### src/rtl/fmult_arbiter_pkg.sv
// Shared types and IEEE-754 single-precision constants for the fmult arbiter.
package fmult_arbiter_pkg;

  typedef enum logic [1:0] {
    IDLE = 2'd0,
    CALC = 2'd1,
    RESP = 2'd2
  } state_e;

  localparam logic [31:0] QNAN     = 32'h7FC0_0000;
  localparam logic [7:0]  EXP_MAX  = 8'hFF;
  localparam int          SIGN_BIT = 31;
  localparam int          EXP_MSB  = 30;
  localparam int          EXP_LSB  = 23;
  localparam int          MAN_MSB  = 22;

  // Classification bits {nan, inf, zero} of a single-precision value.
  function automatic logic [2:0] fp_flags(input logic [31:0] v);
    logic exp_max_s;
    logic exp_zero_s;
    logic man_zero_s;
    exp_max_s  = (v[EXP_MSB:EXP_LSB] == EXP_MAX);
    exp_zero_s = (v[EXP_MSB:EXP_LSB] == 8'h00);
    man_zero_s = (v[MAN_MSB:0] == 23'd0);
    return {exp_max_s & ~man_zero_s, exp_max_s & man_zero_s, exp_zero_s & man_zero_s};
  endfunction

endpackage

### src/rtl/fmult.sv
// Combinational single-precision multiplier: truncating, denormals flushed to zero,
// every NaN result collapsed to the canonical quiet NaN.
module fmult
  import fmult_arbiter_pkg::*;
(
  input  logic [31:0] a_i,
  input  logic [31:0] b_i,
  output logic [31:0] p_o
);

  logic [7:0]        a_exp_s, b_exp_s;
  logic [22:0]       a_man_s, b_man_s, man_s;
  logic              a_nan_s, b_nan_s, a_inf_s, b_inf_s, a_zero_s, b_zero_s, sign_s;
  logic [47:0]       prod_s;
  logic signed [9:0] exp_s;
  logic              unused_low_s;

  assign a_exp_s  = a_i[EXP_MSB:EXP_LSB];
  assign b_exp_s  = b_i[EXP_MSB:EXP_LSB];
  assign a_man_s  = a_i[MAN_MSB:0];
  assign b_man_s  = b_i[MAN_MSB:0];
  assign sign_s   = a_i[SIGN_BIT] ^ b_i[SIGN_BIT];
  assign a_nan_s  = (a_exp_s == EXP_MAX) && (a_man_s != 23'd0);
  assign b_nan_s  = (b_exp_s == EXP_MAX) && (b_man_s != 23'd0);
  assign a_inf_s  = (a_exp_s == EXP_MAX) && (a_man_s == 23'd0);
  assign b_inf_s  = (b_exp_s == EXP_MAX) && (b_man_s == 23'd0);
  assign a_zero_s = (a_exp_s == 8'h00);
  assign b_zero_s = (b_exp_s == 8'h00);

  assign prod_s = {24'd0, 1'b1, a_man_s} * {24'd0, 1'b1, b_man_s};
  assign exp_s  = $signed({2'b00, a_exp_s}) + $signed({2'b00, b_exp_s})
                + $signed({9'd0, prod_s[47]}) - 10'sd127;
  assign man_s  = prod_s[47] ? prod_s[46:24] : prod_s[45:23];
  assign unused_low_s = ^prod_s[22:0];

  // Special operands first, then exponent overflow/underflow, then the normal product.
  always_comb begin
    p_o = 32'd0;
    if (a_nan_s || b_nan_s || (a_inf_s && b_zero_s) || (b_inf_s && a_zero_s)) begin
      p_o = QNAN;
    end else if (a_inf_s || b_inf_s) begin
      p_o = {sign_s, EXP_MAX, 23'd0};
    end else if (a_zero_s || b_zero_s) begin
      p_o = {sign_s, 31'd0};
    end else if (exp_s >= 10'sd255) begin
      p_o = {sign_s, EXP_MAX, 23'd0};
    end else if (exp_s <= 10'sd0) begin
      p_o = {sign_s, 31'd0};
    end else begin
      p_o = {sign_s, exp_s[7:0], man_s};
    end
  end

endmodule

### src/rtl/fmult_arbiter_rr_pick.sv
// Round-robin priority picker: first set request at or above ptr_i, wrapping at N.
module fmult_arbiter_rr_pick #(
  parameter int N  = 2,
  parameter int IW = 1
) (
  input  logic [N-1:0]  req_i,
  input  logic [IW-1:0] ptr_i,
  output logic [N-1:0]  grant_o,
  output logic [IW-1:0] idx_o,
  output logic          any_o
);

  logic [IW:0] cand_s;
  logic        hit_s;

  // Walk candidates ptr, ptr+1, ... (mod N); the first requesting one wins.
  always_comb begin
    idx_o   = '0;
    any_o   = 1'b0;
    grant_o = '0;
    cand_s  = '0;
    hit_s   = 1'b0;
    for (int k = 0; k < N; k++) begin
      cand_s = {1'b0, ptr_i} + (IW+1)'(k);
      if (cand_s >= (IW+1)'(N)) begin
        cand_s = cand_s - (IW+1)'(N);
      end else begin
        cand_s = cand_s;
      end
      hit_s = 1'b0;
      for (int j = 0; j < N; j++) begin
        hit_s = (cand_s == (IW+1)'(j)) ? req_i[j] : hit_s;
      end
      if (hit_s && !any_o) begin
        idx_o = cand_s[IW-1:0];
        any_o = 1'b1;
      end else begin
        any_o = any_o;
      end
    end
    for (int i = 0; i < N; i++) begin
      grant_o[i] = any_o && (idx_o == IW'(i));
    end
  end

endmodule

### src/rtl/fmult_arbiter.sv
// Round-robin arbiter sharing one fmult among NUM_REQ requesters (IDLE -> CALC -> RESP).
// Define FMULT_ARB_FLAGS_EN to add resp_flags {nan, inf, zero} registered with resp_data.
module fmult_arbiter
  import fmult_arbiter_pkg::*;
#(
  parameter int NUM_REQ = 2,
  parameter int ID_W    = 1
) (
  input  logic                   clk,
  input  logic                   rst,
  input  logic [NUM_REQ-1:0]     req_valid,
  output logic [NUM_REQ-1:0]     req_ready,
  input  logic [32*NUM_REQ-1:0]  req_a,
  input  logic [32*NUM_REQ-1:0]  req_b,
  output logic                   resp_valid,
  input  logic                   resp_ready,
  output logic [ID_W-1:0]        resp_id,
`ifdef FMULT_ARB_FLAGS_EN
  output logic [2:0]             resp_flags,
  output logic [31:0]            resp_data
`else
  output logic [31:0]            resp_data
`endif
);

  state_e              state_q;
  logic [ID_W-1:0]     ptr_q, ptr_d, id_q, pick_idx_s;
  logic [NUM_REQ-1:0]  pick_grant_s;
  logic                pick_any_s;
  logic [31:0]         op_a_q, op_b_q, sel_a_d, sel_b_d, prod_s, resp_data_q;
  logic                resp_valid_q;

  fmult_arbiter_rr_pick #(
    .N  (NUM_REQ),
    .IW (ID_W)
  ) u_rr_pick (
    .req_i   (req_valid),
    .ptr_i   (ptr_q),
    .grant_o (pick_grant_s),
    .idx_o   (pick_idx_s),
    .any_o   (pick_any_s)
  );

  fmult u_fmult (
    .a_i (op_a_q),
    .b_i (op_b_q),
    .p_o (prod_s)
  );

  // Operand mux for the current winner.
  always_comb begin
    sel_a_d = 32'd0;
    sel_b_d = 32'd0;
    for (int i = 0; i < NUM_REQ; i++) begin
      sel_a_d = (pick_idx_s == ID_W'(i)) ? req_a[32*i +: 32] : sel_a_d;
      sel_b_d = (pick_idx_s == ID_W'(i)) ? req_b[32*i +: 32] : sel_b_d;
    end
  end

  assign ptr_d     = (id_q == ID_W'(NUM_REQ-1)) ? '0 : id_q + ID_W'(1);
  assign req_ready = ((state_q == IDLE) && !rst) ? pick_grant_s : '0;

  // Main FSM; reset discards any in-flight operation.
  always_ff @(posedge clk) begin
    if (rst) begin
      state_q      <= IDLE;
      ptr_q        <= '0;
      id_q         <= '0;
      op_a_q       <= 32'd0;
      op_b_q       <= 32'd0;
      resp_valid_q <= 1'b0;
      resp_data_q  <= 32'd0;
    end else begin
      case (state_q)
        IDLE: begin
          if (pick_any_s) begin
            op_a_q  <= sel_a_d;
            op_b_q  <= sel_b_d;
            id_q    <= pick_idx_s;
            state_q <= CALC;
          end
        end
        CALC: begin
          resp_data_q  <= prod_s;
          resp_valid_q <= 1'b1;
          state_q      <= RESP;
        end
        RESP: begin
          if (resp_ready) begin
            resp_valid_q <= 1'b0;
            ptr_q        <= ptr_d;
            state_q      <= IDLE;
          end
        end
        default: begin
          resp_valid_q <= 1'b0;
          state_q      <= IDLE;
        end
      endcase
    end
  end

  assign resp_valid = resp_valid_q;
  assign resp_id    = id_q;
  assign resp_data  = resp_data_q;

`ifdef FMULT_ARB_FLAGS_EN
  logic [2:0] flags_q;

  // Flags are captured on the same edge as the product they describe.
  always_ff @(posedge clk) begin
    if (rst) begin
      flags_q <= 3'b000;
    end else if (state_q == CALC) begin
      flags_q <= fp_flags(prod_s);
    end else begin
      flags_q <= flags_q;
    end
  end

  assign resp_flags = flags_q;
`endif

endmodule

### config.mk
export PLATFORM = sky130hd
export DESIGN_NAME = fmult_arbiter
export DESIGN_NICKNAME = d
export VERILOG_FILES = /design/src/rtl/fmult_arbiter_pkg.sv /design/src/rtl/fmult.sv /design/src/rtl/fmult_arbiter_rr_pick.sv /design/src/rtl/fmult_arbiter.sv
export SDC_FILE = /design/constraint.sdc
export NUM_CORES = 2
export LEC_CHECK = 0
export BUFFER_PORTS_ARGS = -buffer_cell sky130_fd_sc_hd__buf_2
export CAP_MARGIN = 20
export CORE_MARGIN = 2
export CORE_UTILIZATION = 60
export CTS_CLUSTER_SIZE = 25
export DETAILED_ROUTE_END_ITERATION = 8
export PLACE_DENSITY = 0.79
export RECOVER_POWER = 25
export SETUP_SLACK_MARGIN = 0.15
export SLEW_MARGIN = 40
export SYNTH_ARGS = -nofsm -noshare
export SYNTH_HDL_FRONTEND = slang
export SYNTH_SLANG_ARGS = --single-unit
### constraint.sdc
create_clock -name clk -period 10.8 [get_ports clk]
set_input_delay 0.54 -clock clk [delete_from_list [all_inputs] [get_ports clk]]
set_output_delay 0.54 -clock clk [all_outputs]
set_load 0.005 [all_outputs]
# Yosys cells after proc, flatten, opt, wreduce, memory -nomap -nowiden

Cells that the tools add are included.

Bits in registers: 101
Memory bits (writable): 0
Input port bits: 133
Logic and storage cells: 85
Latch bits: 0
Memory bits (read-only): 0
Memories kept: 0

Reductions and logical operators: 30
Add/sub/neg operators: 7
Equality and inequality tests: 8
Div/mod/pow operators: 0
Bitwise operators: 3
$mul: 1
Shift operators: 0
$lt $le $gt $ge: 4
Mux-type cells: 25

Operators with widths:

| operator                                                                              | number |
|---|---|
| 31-bit two-way mux                                                                    | 4 |
| 32-bit two-way mux                                                                    | 3 |
| 24-bit by 24-bit multiplier with 48-bit output                                        | 1 |
| 23-bit logical NOT                                                                    | 2 |
| 23-bit nonzero test                                                                   | 2 |
| 23-bit two-way mux                                                                    | 1 |
| 8-bit == test (second input constant)                                                 | 2 |
| 8-bit logical NOT                                                                     | 2 |
| 10-bit by 2-bit adder with 10-bit output                                              | 1 |
| 10-bit by 9-bit greater-or-equal comparator with 1-bit output (second input constant) | 1 |
| 10-bit by 1-bit less-or-equal comparator with 1-bit output (second input constant)    | 1 |
| 1-bit logical AND                                                                     | 10 |
| 1-bit two-way mux                                                                     | 10 |
| 2-bit two-way mux                                                                     | 5 |
| 10-bit by 8-bit subtractor with 10-bit output (second input constant)                 | 1 |
| 8-bit by 8-bit adder with 9-bit output                                                | 1 |
| 2-bit AND reduction                                                                   | 4 |
| 2-bit by 1-bit == test with 1-bit output (second input constant)                      | 3 |
| 2-bit logical NOT                                                                     | 3 |
| 2-bit one-hot mux with 3 select lines                                                 | 1 |
| 1-bit logical OR                                                                      | 5 |
| 2-bit != test (second input constant)                                                 | 2 |
| 1-bit one-hot mux with 3 select lines                                                 | 1 |
| 1-bit by 1-bit adder with 2-bit output (second input constant)                        | 1 |
| 9 further kinds                                                                       | 11 |

# Longest topological paths before layout

Word-level depth: 12
Depth in mapped cells: 41
Gate-level depth less buffers: 36

# Cells and area by module

Synthesis repeated with hierarchy kept, for this count alone.

Cells, all modules: 2753
Area, all modules: 23991.8 sq um

By module, submodules not included:

| module                | area each (sq um) | times used | cells each |
|---|---|---|---|
| fmult                 | 19557.5           | 1          | 2300 |
| fmult_arbiter         | 4401.7            | 1          | 448 |
| fmult_arbiter_rr_pick | 32.5              | 1          | 5 |

# Least setup slack after synthesis

OpenSTA, ideal clock, no wires.

Kind: register to register
Start point: register op_b_q[3]
End point: register resp_data_q[18] (netlist: resp_data[18])
Path buffers: 5
Path slack: 1.672 ns
Stages on the path, launching flop included: 42
Arrival time: 9.006 ns
Library setup time: 0.122 ns
Period minus slack after synthesis: 9.128 ns
Cell sequence: dfxtp_1 > clkbuf_1 > clkbuf_1 > nand2_1 > fa_1 > inv_1 > fa_1 > inv_1 > fa_1 > inv_1 > fa_1 > inv_1 > fa_1 > inv_1 > fa_1 > inv_1 > fa_1 > inv_1 > (+6 left out) > or3_1 > a21bo_2 > buf_6 > inv_1 > ha_1 > inv_1 > ha_1 > clkbuf_1 > o211a_1 > nand4_1 > or4_4 > a221oi_4 > nor4_2 > nand3_2 > nor2b_2 > buf_6 > and2_1 > a221o_1

Cells in the longest elaborated chain, start to end: 9

RTL lines:

| item                                                       | line                | source |
|---|---|---|
| from (decl)                                                | fmult_arbiter.sv:30 | `logic [31:0] op_a_q, op_b_q, sel_a_d, sel_b_d, prod_s, resp_data_q;` |
| from (signal assigned)                                     | fmult_arbiter.sv:78 | `op_b_q <= sel_b_d;` |
| 24-bit by 24-bit multiplier with 48-bit output             | fmult.sv:30         | `assign prod_s = {24'd0, 1'b1, a_man_s} * {24'd0, 1'b1, b_man_s};` |
| 10-bit by 2-bit adder with 10-bit output                   | fmult.sv:32         | `+ $signed({9'd0, prod_s[47]}) - 10'sd127;` |
| 10-bit by 8-bit subtractor with 10-bit output              | fmult.sv:32         |  |
| 10-bit by 1-bit less-or-equal comparator with 1-bit output | fmult.sv:47         | `end else if (exp_s <= 10'sd0) begin` |
| 31-bit two-way mux                                         | fmult.sv:47         |  |
| 31-bit two-way mux                                         | fmult.sv:45         | `end else if (exp_s >= 10'sd255) begin` |
| 31-bit two-way mux                                         | fmult.sv:43         | `end else if (a_zero_s \|\| b_zero_s) begin` |
| 31-bit two-way mux                                         | fmult.sv:41         | `end else if (a_inf_s \|\| b_inf_s) begin` |
| 32-bit two-way mux *                                       | fmult.sv:39         | `if (a_nan_s \|\| b_nan_s \|\| (a_inf_s && b_zero_s) \|\| (b_inf_s && a_zero_s)) begin` |
| to (signal assigned)                                       | fmult_arbiter.sv:84 | `resp_data_q <= prod_s;` |
| to (decl)                                                  | fmult_arbiter.sv:30 |  |

Mark *: on every way between the ends. The rest lies on a longest branch, timed or not.
A chain may end at the register's enable or synchronous reset.

# Final worst setup path

Start point: register op_b_q[9]
End point: register resp_data_q[18] (netlist: resp_data[18])

Same word-level chain as after synthesis.

==> flow_summary.toml <==
[synth]
synth_flop_cell = "dfxtp_1"
syn_inst = 2677
ys_warn_count = 0
synth_area_leaders = "fa_1 41%, ha_1 9.6%, inv_1 9.2%, dfxtp_1 8.6%, and2_1 5.8%"
syn_nets = 3471
async_flop_share = 0
synthMostInstantiatedCell = "inv_1"
synth-edff-count = 0
yosysTopAreaCellShare = 0.412
synth_cell_type_count = 75
avgSynthCellArea_sq_um = 8.76
synthTopCellsByCount = "576 x inv_1, 482 x fa_1, 341 x nand2_1"
synth_seq_cells = 101
yosysTopAreaCell = "fa_1"
ys_seq_area_frac = 0.0862
synthesis.area_sq_um = 23400

[final_layout]
num-fill-cells = 3190
layout.nets = 3573
drive_gt1_frac = 0.0959
final-seq-area_sq_um = 2030
n_antenna_cell = 0
area_growth_pct = 7.42
finalInstanceArea_sq_um = 25200
multiInputGateArea_sq_um = 18700

[floorplan]
die_w_um = 202
fp.dieH_um = 202
rows = 72
dieArea_sq_um = 40700
initial_core_util = 0.607
io_pins = 169
fp.coreArea_sq_um = 38600

[timing]
slew_violations = 86
finalSetupTns_ns = 0
worst_pin_slew_ns = 3.79
finalCritPeriodShare = 0.930
layout_min_cycle_time_ns = 10.05
hold_viol = 0
relSlewSlack = -1.53
rsz0062_at_grt = "false"
max_clock_freq_mhz = 99.5
finalSetupViolCount = 0
skew_ns = 0.0188

[worst_setup_path]
worst_path_max_delay_cell = "dfxtp_1"
start_kind = "flip-flop"
cp_max_fo = 15
required_ns = 11.11
cp-end-kind = "flip-flop"
crit_type = "reg -> reg"
cp.arrival_ns = 10.35
worst_path_largest_cell_delay_ns = 0.72

[placed_design]
routabilityCongestion = 1.02
dpl_cell_area_sq_um = 24900
io_buffers = 168
dp_hpwl_um = 55000

[detailed_routing]
vias = 18944
antenna_left = 0
drt_pass1_iterations = 5
drt-vias-per-instance = 5.74
drc = 0
wirelength_um = 67300
drt_iter0_drc = 1548
wl_per_cell_um = 20.4

[worst_hold_path]
hp-class = "reg -> reg"

[grt]
grt_max_degree = 86
grt_overflow = 0
antenna_found_initial = 0
grt_util_all_layers = 0.346
grt_use_met1 = 0.442
grt_pass1_wl_um = 109000
busiest_layer = "met2"
grtUsageMet2 = 0.575
met3_usage = 0.0620
grt_pass1_vias = 20463

[power]
irDropWorstVdd_mv = 0.453
pwr_density_cell_nw_per_um2 = 232
leakage_uw = 0.0128

[clock_tree]
path_clk_slew_ns = 0.09
clkLatencyLatePin_ns = 0.37
cts_buffers = 9
cts_setup_buffers = 0
clockBufferDepth = 2
cts.sinks = 101
h-tree-depth = 3
cts_tree = "built"
cts-root-buf = "clkbuf_16"
ctsHoldBuffers = 0
cts-resized-gates = 0

[outcome]
status = "finished with violations"
violations = "max-capacitance violations, max-slew violations"

[job]
cap_violations = 1
[sequential cells by signal, indices dropped and copies added (netlist names)]
signal / cells
op_a_q: 32
op_b_q: 32
resp_data: 32
state_q: 2
ptr_q: 1
resp_id: 1
resp_valid: 1
[routing by layer]
metal / routed length [um] / vias to the layer above
met5: 0 / -
met4: 3590 / 0
met3: 6000 / 218
met2: 31900 / 949
met1: 25800 / 9402
li1: - / 8375
[worst max-delay path, delay by kind of cell (launching register included)]
family | cells | cell delay (ns)
AOI/OAI and AO/OA | 6 | 1.18
adders and majority gates | 10 | 4.49
buffers and inverters | 8 | 0.85
DFF | 1 | 0.72
and+or+nand+nor | 10 | 2.73
[per-stage QoR]
stage                     hold WS, ns   util  instances  total power (uW)  setup WS (ns)
after detailed placement        0.426  0.644       3286              5360          0.974
after global placement          0.428  0.644       3285              5280          0.607
final                           0.448  0.652       3302              5850          0.753
after CTS                       0.447  0.652       3302              5780          0.903
after floorplan                 0.435      -       2677              3990           1.67
after global routing            0.480  0.652       3302              6460          0.255
[area by class of cell]
class                           instances  share of cell area
Multi-Input combinational cell       1856               0.743
Timing Repair Buffer                  233              0.0524
Clock inverter                          6             0.00253
Tap cell                              518              0.0257
Clock buffer                           10             0.00949
Inverter                              578              0.0861
Sequential cell                       101              0.0806
[path summary, 6_finish.rpt]
kind,slack [ns],start,depth (start not counted),to
min,0.45,resp_data[19],2,resp_data[19]
min reg2reg,0.45,resp_data[19],2,resp_data[19]
max,0.75,op_b_q[9],34,resp_data[18]
max reg2reg,0.75,op_b_q[9],34,resp_data[18]
[layout by cell type, fill, tap and decap left out, types with 4 or more instances in the layout]
cell type,instances
xor2_1,7
o211ai_1,5
ha_1,179
o21bai_1,9
buf_4,62
buf_2,151
a211oi_1,68
clkbuf_1,18
o21ai_0,40
o22a_1,5
and2_1,217
o21a_1,11
nand2_1,341
nand4_1,20
nand3_1,16
dfxtp_1,95
clkbuf_16,9
fa_1,482
a21oi_1,52
nor2b_1,4
a22oi_1,11
dfxtp_2,6
nor4_1,17
mux2_2,4
o211a_1,4
xnor2_1,25
a21o_1,15
nand2b_1,4
a22o_1,4
or3_1,5
nor2_1,158
and3_1,7
nor3_1,10
a211o_1,4
inv_1,576
mux2i_1,70
[power by group]
part / internal, uW / switching (uW)
sequential: 420 / 134
clock: 170 / 169
combinational: 1940 / 3020
total: 2530 / 3320
[kinds of logic after synthesis]
group,Yosys count,share of synthesized area
simple gates,817,0.165
buf+inv,720,0.117
fa+ha+maj,661,0.507
compound gates,271,0.0804
flops,101,0.0862
mux,74,0.0318
xor+xnor,33,0.0126
Note: power is estimated with default switching activity, not from simulation.
